**config.mk**
```make
export PLATFORM = sky130hd
export DESIGN_NAME = filter_mode_sequencer_flat
export DESIGN_NICKNAME = d
export VERILOG_FILES = /design/src/rtl/filter_mode_sequencer_pkg.sv /design/src/rtl/filter_mode_sequencer_if.sv /design/src/rtl/filter_mode_sequencer_sync_debounce.sv /design/src/rtl/filter_mode_sequencer.sv /design/src/flat_wrapper.sv
export SDC_FILE = /design/constraint.sdc
export NUM_CORES = 1
export LEC_CHECK = 0
export ABC_AREA = 0
export CORE_MARGIN = 4
export CORE_UTILIZATION = 58
export CTS_BUF_LIST = sky130_fd_sc_hd__clkbuf_4 sky130_fd_sc_hd__clkbuf_8
export DETAILED_ROUTE_END_ITERATION = 7
export PLACE_DENSITY = 0.82
export SLEW_MARGIN = 5
export SYNTH_ARGS = -nofsm -noshare
export SYNTH_HDL_FRONTEND = slang
export SYNTH_HIERARCHICAL = 1
export SYNTH_SLANG_ARGS = --single-unit
```
**constraint.sdc**
```tcl
create_clock -name clk -period 2.22 [get_ports clk]
set_clock_uncertainty 0.05 [all_clocks]
set_input_delay 0.444 -clock clk [delete_from_list [all_inputs] [get_ports clk]]
set_output_delay 0.444 -clock clk [all_outputs]
set_load 0.05 [all_outputs]
```
**src/rtl/filter_mode_sequencer_pkg.sv**
```systemverilog
// Shared types and helpers for the filter mode sequencer.
// Holds the mode type, the FSM states and the mode-to-enable map.
package filter_seq_pkg;

    typedef logic [2:0] mode_t;

    typedef enum logic [1:0] {
        IDLE    = 2'd0,
        RUN     = 2'd1,
        PENDING = 2'd2,
        APPLY   = 2'd3
    } seq_state_t;

    localparam int NUM_MODES_DEF      = 6;
    localparam int BEATS_PER_MODE_DEF = 16;

    // Returns {thresh, bright, adsr} for a mode; unreachable modes bypass everything.
    function automatic logic [2:0] mode_to_en(input mode_t m);
        logic [2:0] en;
        case (m)
            3'd0:    en = 3'b000;
            3'd1:    en = 3'b100;
            3'd2:    en = 3'b010;
            3'd3:    en = 3'b110;
            3'd4:    en = 3'b001;
            3'd5:    en = 3'b111;
            default: en = 3'b000;
        endcase
        return en;
    endfunction

endpackage

```
**src/rtl/filter_mode_sequencer_if.sv**
```systemverilog
// Signal bundle between the beat/BPM/key sources, the sequencer and the filter stages.
// The master side is the sequencer; the slave side is the surrounding pipeline.
interface filter_mode_sequencer_if;
    import filter_seq_pkg::*;

    logic       frame_start;
    logic       beat_in;
    logic       key_next;
    logic       auto_mode;
    logic [7:0] bpm_val;
    mode_t      mode;
    logic       thresh_en;
    logic       bright_en;
    logic       adsr_en;
    logic       adsr_trigger;
    logic       mode_changed;

    modport master (
        input  frame_start, beat_in, key_next, auto_mode, bpm_val,
        output mode, thresh_en, bright_en, adsr_en, adsr_trigger, mode_changed
    );

    modport slave (
        output frame_start, beat_in, key_next, auto_mode, bpm_val,
        input  mode, thresh_en, bright_en, adsr_en, adsr_trigger, mode_changed
    );

endinterface

```
**src/rtl/filter_mode_sequencer_sync_debounce.sv**
```systemverilog
// Two-flop synchronizer with an optional stable-count debouncer and a registered rise pulse.
// DEBOUNCE_CYCLES = 0 bypasses the debouncer so the stable level is the synced level.
module sync_debounce #(
    parameter int DEBOUNCE_CYCLES = 0
) (
    input  logic clk,
    input  logic reset,
    input  logic async_in,
    output logic synced_lvl,
    output logic stable_lvl,
    output logic rise
);

    logic sync1_r;
    logic sync2_r;
    logic stable_s;
    logic stable_d_r;
    logic rise_r;

    // Metastability guard for the asynchronous input.
    always_ff @(posedge clk or posedge reset) begin
        if (reset) begin
            sync1_r <= 1'b0;
            sync2_r <= 1'b0;
        end else begin
            sync1_r <= async_in;
            sync2_r <= sync1_r;
        end
    end

    generate
        if (DEBOUNCE_CYCLES == 0) begin : g_bypass
            assign stable_s = sync2_r;
        end else begin : g_debounce
            localparam int CNT_W = (DEBOUNCE_CYCLES > 1) ? $clog2(DEBOUNCE_CYCLES) : 1;
            localparam logic [CNT_W-1:0] CNT_LAST = CNT_W'(DEBOUNCE_CYCLES - 1);

            logic [CNT_W-1:0] cnt_r;
            logic             stable_r;

            // Count consecutive samples that disagree with the stable level; flip once enough agree.
            always_ff @(posedge clk or posedge reset) begin
                if (reset) begin
                    cnt_r    <= {CNT_W{1'b0}};
                    stable_r <= 1'b0;
                end else if (sync2_r == stable_r) begin
                    cnt_r    <= {CNT_W{1'b0}};
                end else if (cnt_r == CNT_LAST) begin
                    cnt_r    <= {CNT_W{1'b0}};
                    stable_r <= sync2_r;
                end else begin
                    cnt_r    <= cnt_r + CNT_W'(1);
                end
            end

            assign stable_s = stable_r;
        end
    endgenerate

    // Rising-edge detect on the stable level, registered so the pulse is exactly one cycle.
    always_ff @(posedge clk or posedge reset) begin
        if (reset) begin
            stable_d_r <= 1'b0;
            rise_r     <= 1'b0;
        end else begin
            stable_d_r <= stable_s;
            rise_r     <= stable_s & ~stable_d_r;
        end
    end

    assign synced_lvl = sync2_r;
    assign stable_lvl = stable_s;
    assign rise       = rise_r;

endmodule

```
**src/rtl/filter_mode_sequencer.sv**
```systemverilog
// Selects the active filter stages and issues the ADSR beat trigger.
// Advances come from a debounced key or counted beats and are applied only on frame_start.
module filter_mode_sequencer
    import filter_seq_pkg::*;
#(
    parameter int NUM_MODES       = NUM_MODES_DEF,
    parameter int BEATS_PER_MODE  = BEATS_PER_MODE_DEF,
    parameter int DEBOUNCE_CYCLES = 250000,
    parameter int MIN_BPM         = 40,
    parameter int MAX_BPM         = 200
) (
    input logic                    clk,
    input logic                    reset,
    filter_mode_sequencer_if.master bus
);

    localparam int BC_W = (BEATS_PER_MODE > 1) ? $clog2(BEATS_PER_MODE) : 1;
    localparam logic [BC_W-1:0] BC_LAST   = BC_W'(BEATS_PER_MODE - 1);
    localparam mode_t           MODE_LAST = mode_t'(NUM_MODES - 1);

    logic            beat_rise_s;
    logic            key_press_s;
    logic            auto_d_r;
    logic            auto_change_s;
    logic            beat_ok_s;
    logic            beat_term_s;
    logic            adv_req_s;
    logic [BC_W-1:0] beat_count_r;
    seq_state_t      state_r;
    seq_state_t      state_next_s;
    mode_t           mode_r;
    mode_t           mode_next_s;
    logic            thresh_en_r;
    logic            bright_en_r;
    logic            adsr_en_r;
    logic            adsr_trigger_r;
    logic            mode_changed_r;

    sync_debounce #(.DEBOUNCE_CYCLES(0)) u_beat_sync (
        .clk        (clk),
        .reset      (reset),
        .async_in   (bus.beat_in),
        .synced_lvl (),
        .stable_lvl (),
        .rise       (beat_rise_s)
    );

    sync_debounce #(.DEBOUNCE_CYCLES(DEBOUNCE_CYCLES)) u_key_debounce (
        .clk        (clk),
        .reset      (reset),
        .async_in   (bus.key_next),
        .synced_lvl (),
        .stable_lvl (),
        .rise       (key_press_s)
    );

    assign auto_change_s = bus.auto_mode ^ auto_d_r;
    assign beat_ok_s     = beat_rise_s
                         & (bus.bpm_val >= 8'(MIN_BPM))
                         & (bus.bpm_val <= 8'(MAX_BPM));
    assign beat_term_s   = beat_ok_s & (beat_count_r == BC_LAST);
    assign mode_next_s   = (mode_r == MODE_LAST) ? 3'd0 : mode_r + 3'd1;

    // One-cycle advance request; a source switch swallows whatever arrives in that cycle.
    always_comb begin
        adv_req_s = 1'b0;
        if (auto_change_s) begin
            adv_req_s = 1'b0;
        end else if (bus.auto_mode) begin
            adv_req_s = beat_term_s;
        end else begin
            adv_req_s = key_press_s;
        end
    end

    // Mode FSM next state; PENDING holds a single advance until the frame boundary.
    always_comb begin
        state_next_s = state_r;
        case (state_r)
            IDLE: begin
                if (adv_req_s) state_next_s = PENDING;
                else           state_next_s = IDLE;
            end
            RUN: begin
                if (adv_req_s) state_next_s = PENDING;
                else           state_next_s = RUN;
            end
            PENDING: begin
                if (auto_change_s)        state_next_s = RUN;
                else if (bus.frame_start) state_next_s = APPLY;
                else                      state_next_s = PENDING;
            end
            APPLY: begin
                if (adv_req_s) state_next_s = PENDING;
                else           state_next_s = RUN;
            end
            default: state_next_s = IDLE;
        endcase
    end

    // State, mode and enable registers; enables are always loaded together with the mode.
    always_ff @(posedge clk or posedge reset) begin
        if (reset) begin
            state_r        <= IDLE;
            mode_r         <= 3'd0;
            thresh_en_r    <= 1'b0;
            bright_en_r    <= 1'b0;
            adsr_en_r      <= 1'b0;
            mode_changed_r <= 1'b0;
            adsr_trigger_r <= 1'b0;
            auto_d_r       <= 1'b0;
        end else begin
            state_r        <= state_next_s;
            auto_d_r       <= bus.auto_mode;
            adsr_trigger_r <= beat_rise_s & adsr_en_r;
            if (state_r == APPLY) begin
                mode_r                                <= mode_next_s;
                {thresh_en_r, bright_en_r, adsr_en_r} <= mode_to_en(mode_next_s);
                mode_changed_r                        <= 1'b1;
            end else begin
                mode_changed_r <= 1'b0;
            end
        end
    end

    // Qualified beat counter for auto mode; out-of-range beats leave it untouched.
    always_ff @(posedge clk or posedge reset) begin
        if (reset) begin
            beat_count_r <= {BC_W{1'b0}};
        end else if (auto_change_s) begin
            beat_count_r <= {BC_W{1'b0}};
        end else if (bus.auto_mode && beat_ok_s) begin
            if (beat_count_r == BC_LAST) beat_count_r <= {BC_W{1'b0}};
            else                         beat_count_r <= beat_count_r + BC_W'(1);
        end else begin
            beat_count_r <= beat_count_r;
        end
    end

    assign bus.mode         = mode_r;
    assign bus.thresh_en    = thresh_en_r;
    assign bus.bright_en    = bright_en_r;
    assign bus.adsr_en      = adsr_en_r;
    assign bus.adsr_trigger = adsr_trigger_r;
    assign bus.mode_changed = mode_changed_r;

endmodule

```
**src/flat_wrapper.sv**
```systemverilog
// flat-port wrapper written by rule: the top's interface ports become plain ports
module filter_mode_sequencer_flat import filter_seq_pkg::*;
#(
    parameter int NUM_MODES       = NUM_MODES_DEF,
    parameter int BEATS_PER_MODE  = BEATS_PER_MODE_DEF,
    parameter int DEBOUNCE_CYCLES = 250000,
    parameter int MIN_BPM         = 40,
    parameter int MAX_BPM         = 200
)
  (clk, reset, bus_frame_start, bus_beat_in, bus_key_next, bus_auto_mode, bus_bpm_val, bus_mode, bus_thresh_en, bus_bright_en, bus_adsr_en, bus_adsr_trigger, bus_mode_changed);
  filter_mode_sequencer_if bus_i ();
  input logic clk;
  input logic reset;
  input wire logic [$bits(bus_i.frame_start)-1:0] bus_frame_start;
  input wire logic [$bits(bus_i.beat_in)-1:0] bus_beat_in;
  input wire logic [$bits(bus_i.key_next)-1:0] bus_key_next;
  input wire logic [$bits(bus_i.auto_mode)-1:0] bus_auto_mode;
  input wire logic [$bits(bus_i.bpm_val)-1:0] bus_bpm_val;
  output wire logic [$bits(bus_i.mode)-1:0] bus_mode;
  output wire logic [$bits(bus_i.thresh_en)-1:0] bus_thresh_en;
  output wire logic [$bits(bus_i.bright_en)-1:0] bus_bright_en;
  output wire logic [$bits(bus_i.adsr_en)-1:0] bus_adsr_en;
  output wire logic [$bits(bus_i.adsr_trigger)-1:0] bus_adsr_trigger;
  output wire logic [$bits(bus_i.mode_changed)-1:0] bus_mode_changed;
  assign bus_i.frame_start = bus_frame_start;
  assign bus_i.beat_in = bus_beat_in;
  assign bus_i.key_next = bus_key_next;
  assign bus_i.auto_mode = bus_auto_mode;
  assign bus_i.bpm_val = bus_bpm_val;
  assign bus_mode = bus_i.mode;
  assign bus_thresh_en = bus_i.thresh_en;
  assign bus_bright_en = bus_i.bright_en;
  assign bus_adsr_en = bus_i.adsr_en;
  assign bus_adsr_trigger = bus_i.adsr_trigger;
  assign bus_mode_changed = bus_i.mode_changed;
  filter_mode_sequencer #(.NUM_MODES(NUM_MODES), .BEATS_PER_MODE(BEATS_PER_MODE), .DEBOUNCE_CYCLES(DEBOUNCE_CYCLES), .MIN_BPM(MIN_BPM), .MAX_BPM(MAX_BPM)) u_core (.clk(clk), .reset(reset), .bus(bus_i));
endmodule
```
==> flow_metrics.tcl <==
set metrics [dict create \
    final.setup.tns_ps 0 \
    final_cell_mix "sky130_fd_sc_hd__dfrtp_1 (42), sky130_fd_sc_hd__clkdlybuf4s50_1 (18), sky130_fd_sc_hd__nor2_1 (18)" \
    least_margin_pin_slew_ps 602 \
    synthesis.nets 204 \
    cts-buffers-inserted 5 \
    clock_path_buffers 2 \
    num_vias 1571 \
    routedWlPerCell_um 15.9 \
    hold_path_class "in2async" \
    diodes 0 \
    antenna_violations_before_repair 0 \
    grt.overflow.total 0 \
    viasPerCell 5.97 \
    design.core.area_um2 3150 \
    critical_path_class "reg2out" \
    avgSynthCellArea_um2 10.6 \
    cts.hold.buffers_added 0 \
    placed_cells 255 \
    finish.instance_area_um2 2330 \
    timing.critical_path.cells "clkdlybuf4s50_1" \
    layout.nets 234 \
    top_level_port_count 22 \
    worst_setup_path_end_kind "primary output" \
    clk_transition_reported_paths_ps 130 \
    relSlewSlack 0.598 \
    r2r-start "u_core/u_key_debounce/g_debounce.cnt_r[11]" \
    critPathLaunch "u_core/bus.adsr_en" \
    drt_drc_violations_left 0 \
    cts_post_setup_buffers_inserted 0 \
    place_area_um2 2260 \
    fmaxAchievable_ghz 0.484 \
    port-buffer-count 21 \
    critPathArrivalTime_ps 1570 \
    run_status "finished clean" \
    cts_sinks 42 \
    synthesis.instances 188 \
    yosysWarningCount 6 \
    final.hold.worst_slack_ps 284 \
    total_power_density_per_cell_area_nw_per_um2 572 \
    layout_min_cycle_time_ps 2070 \
    post_route_cells_drive_above_1_share 0.123 \
    route.antenna.remaining_nets 0 \
    cts_root_buf "sky130_fd_sc_hd__clkbuf_4" \
    final-setup-viol-count 0 \
    flop2flop_setup_slack_ps 210 \
    cp_max_fo 3 \
    clkLatencyLatePin_ps 370 \
    cp.buffers_inverters 1 \
    gr-usage-all-layers 0.205 \
    fp.dieArea_um2 4420 \
    finalNonFillerCells 263 \
    reg2regPathDepth 5 \
    final_min_period_over_clock_period 0.932 \
    floorplan.rows 20 \
    critical_path.top_delay_family "buffers and inverters" \
    initial_utilization 0.629 \
    rsz0062_at_grt "false" \
    area_delta_synth_final_pct 17.4 \
    fillerInstances 247 \
    final_max_tran_viols 0 \
    leakagePower_nw 1.07 \
    timing.rr.end "u_core/u_key_debounce/g_debounce.cnt_r[8]" \
    cp_slowest_stage_delay_ps 810 \
    ctsHtreeMaxLevel 2 \
    timing.max_cap.violations 0 \
    drt_first_pass_iters 4 \
    die_width_um 66.5 \
    drt_iter0_drc 78 \
    post_cts.resized_instances 1 \
    worstPathRequired_ps 1730 \
    grt_start_max_net_pins 24 \
    post_synth_instance_area_um2 1980 \
    grt_first_pass_wirelength_um 6830 \
    finalHoldViolations 0 \
    detailed_place_hpwl_um 2980 \
    vias_in_the_first_global_route 1481 \
    vdd_ir_drop_max_mv 0.465 \
    cpMaxStageDelayCell "sky130_fd_sc_hd__clkdlybuf4s50_1" \
    die_y_um 66.5 \
    clock_tree_from_tritoncts "built" \
    final_common_cell "sky130_fd_sc_hd__dfrtp_1" \
    gp_congestion 0.862 \
    routed_wl_um 4170 \
    startpoint_type "register" \
]
## power breakdown
part | internal, mW | switching [mW] | total (mW)
clock | 0.166 | 0.247 | 0.413
sequential | 0.781 | 0.0182 | 0.799
combinational | 0.0552 | 0.0667 | 0.122
## per-layer routing
layer,routed length (um),GRT usage
met2,2030,0.321
met4,87,0.0685
met5,0,0
met3,192,0.0573
met1,1860,0.275
## layout make-up
cell class | count | area (um2) | area share
clock buffers | 7 | 58.8 | 0.0252
clock inverters | 1 | 5.00 | 0.00215
inverters | 5 | 18.8 | 0.00806
multi-input cells | 133 | 852 | 0.366
flip-flops and latches | 42 | 1050 | 0.451
well taps | 44 | 55.1 | 0.0236
repair buffers | 31 | 289 | 0.124
## worst reg2reg max path: stages, from the launching register on
cell	delay [ps]
sky130_fd_sc_hd__dfrtp_1	450
sky130_fd_sc_hd__or4b_1	590
sky130_fd_sc_hd__nor4_2	290
sky130_fd_sc_hd__a41o_1	250
sky130_fd_sc_hd__buf_4	190
sky130_fd_sc_hd__nor2_1	70
## worst max-delay path by stage
stage	slack, ps	cells after the start	to
after floorplan	320	4	u_core/beat_count_r[0]
after global placement	-100	5	u_core/beat_count_r[0]
after detailed placement	-160	5	u_core/beat_count_r[0]
after CTS	0.1	1	bus_mode[2]
after global routing	70	1	bus_adsr_en
final	150	1	bus_adsr_en
## registers in the layout, summed over array words and instances, names as in the netlist
name / cells
u_core/u_key_debounce/g_debounce.cnt_r: 18
u_core/beat_count_r: 4
u_core/bus.mode: 3
u_core/state_r: 2
u_core/auto_d_r: 1
u_core/bus.adsr_en: 1
u_core/bus.adsr_trigger: 1
u_core/bus.bright_en: 1
u_core/bus.mode_changed: 1
u_core/bus.thresh_en: 1
u_core/u_beat_sync/rise: 1
u_core/u_beat_sync/stable_d_r: 1
u_core/u_beat_sync/stable_lvl: 1
u_core/u_beat_sync/sync1_r: 1
u_core/u_key_debounce/rise: 1
u_core/u_key_debounce/stable_d_r: 1
u_core/u_key_debounce/stable_lvl: 1
u_core/u_key_debounce/sync1_r: 1
u_core/u_key_debounce/synced_lvl: 1
## stage by stage
| stage | power [mW] | setup slack (ps) | utilization |
|---|---|---|---|
| finish | 1.33 | 152 | 0.739 |
| global route | 1.40 | 72.2 | 0.739 |
| CTS | 1.33 | 0.138 | 0.737 |
| detailed placement | 0.935 | -162 | 0.717 |
| global placement | 0.927 | -97.1 | 0.717 |
| floorplan | 0.876 | 318 | - |
Power figures use the tool's default switching activity.
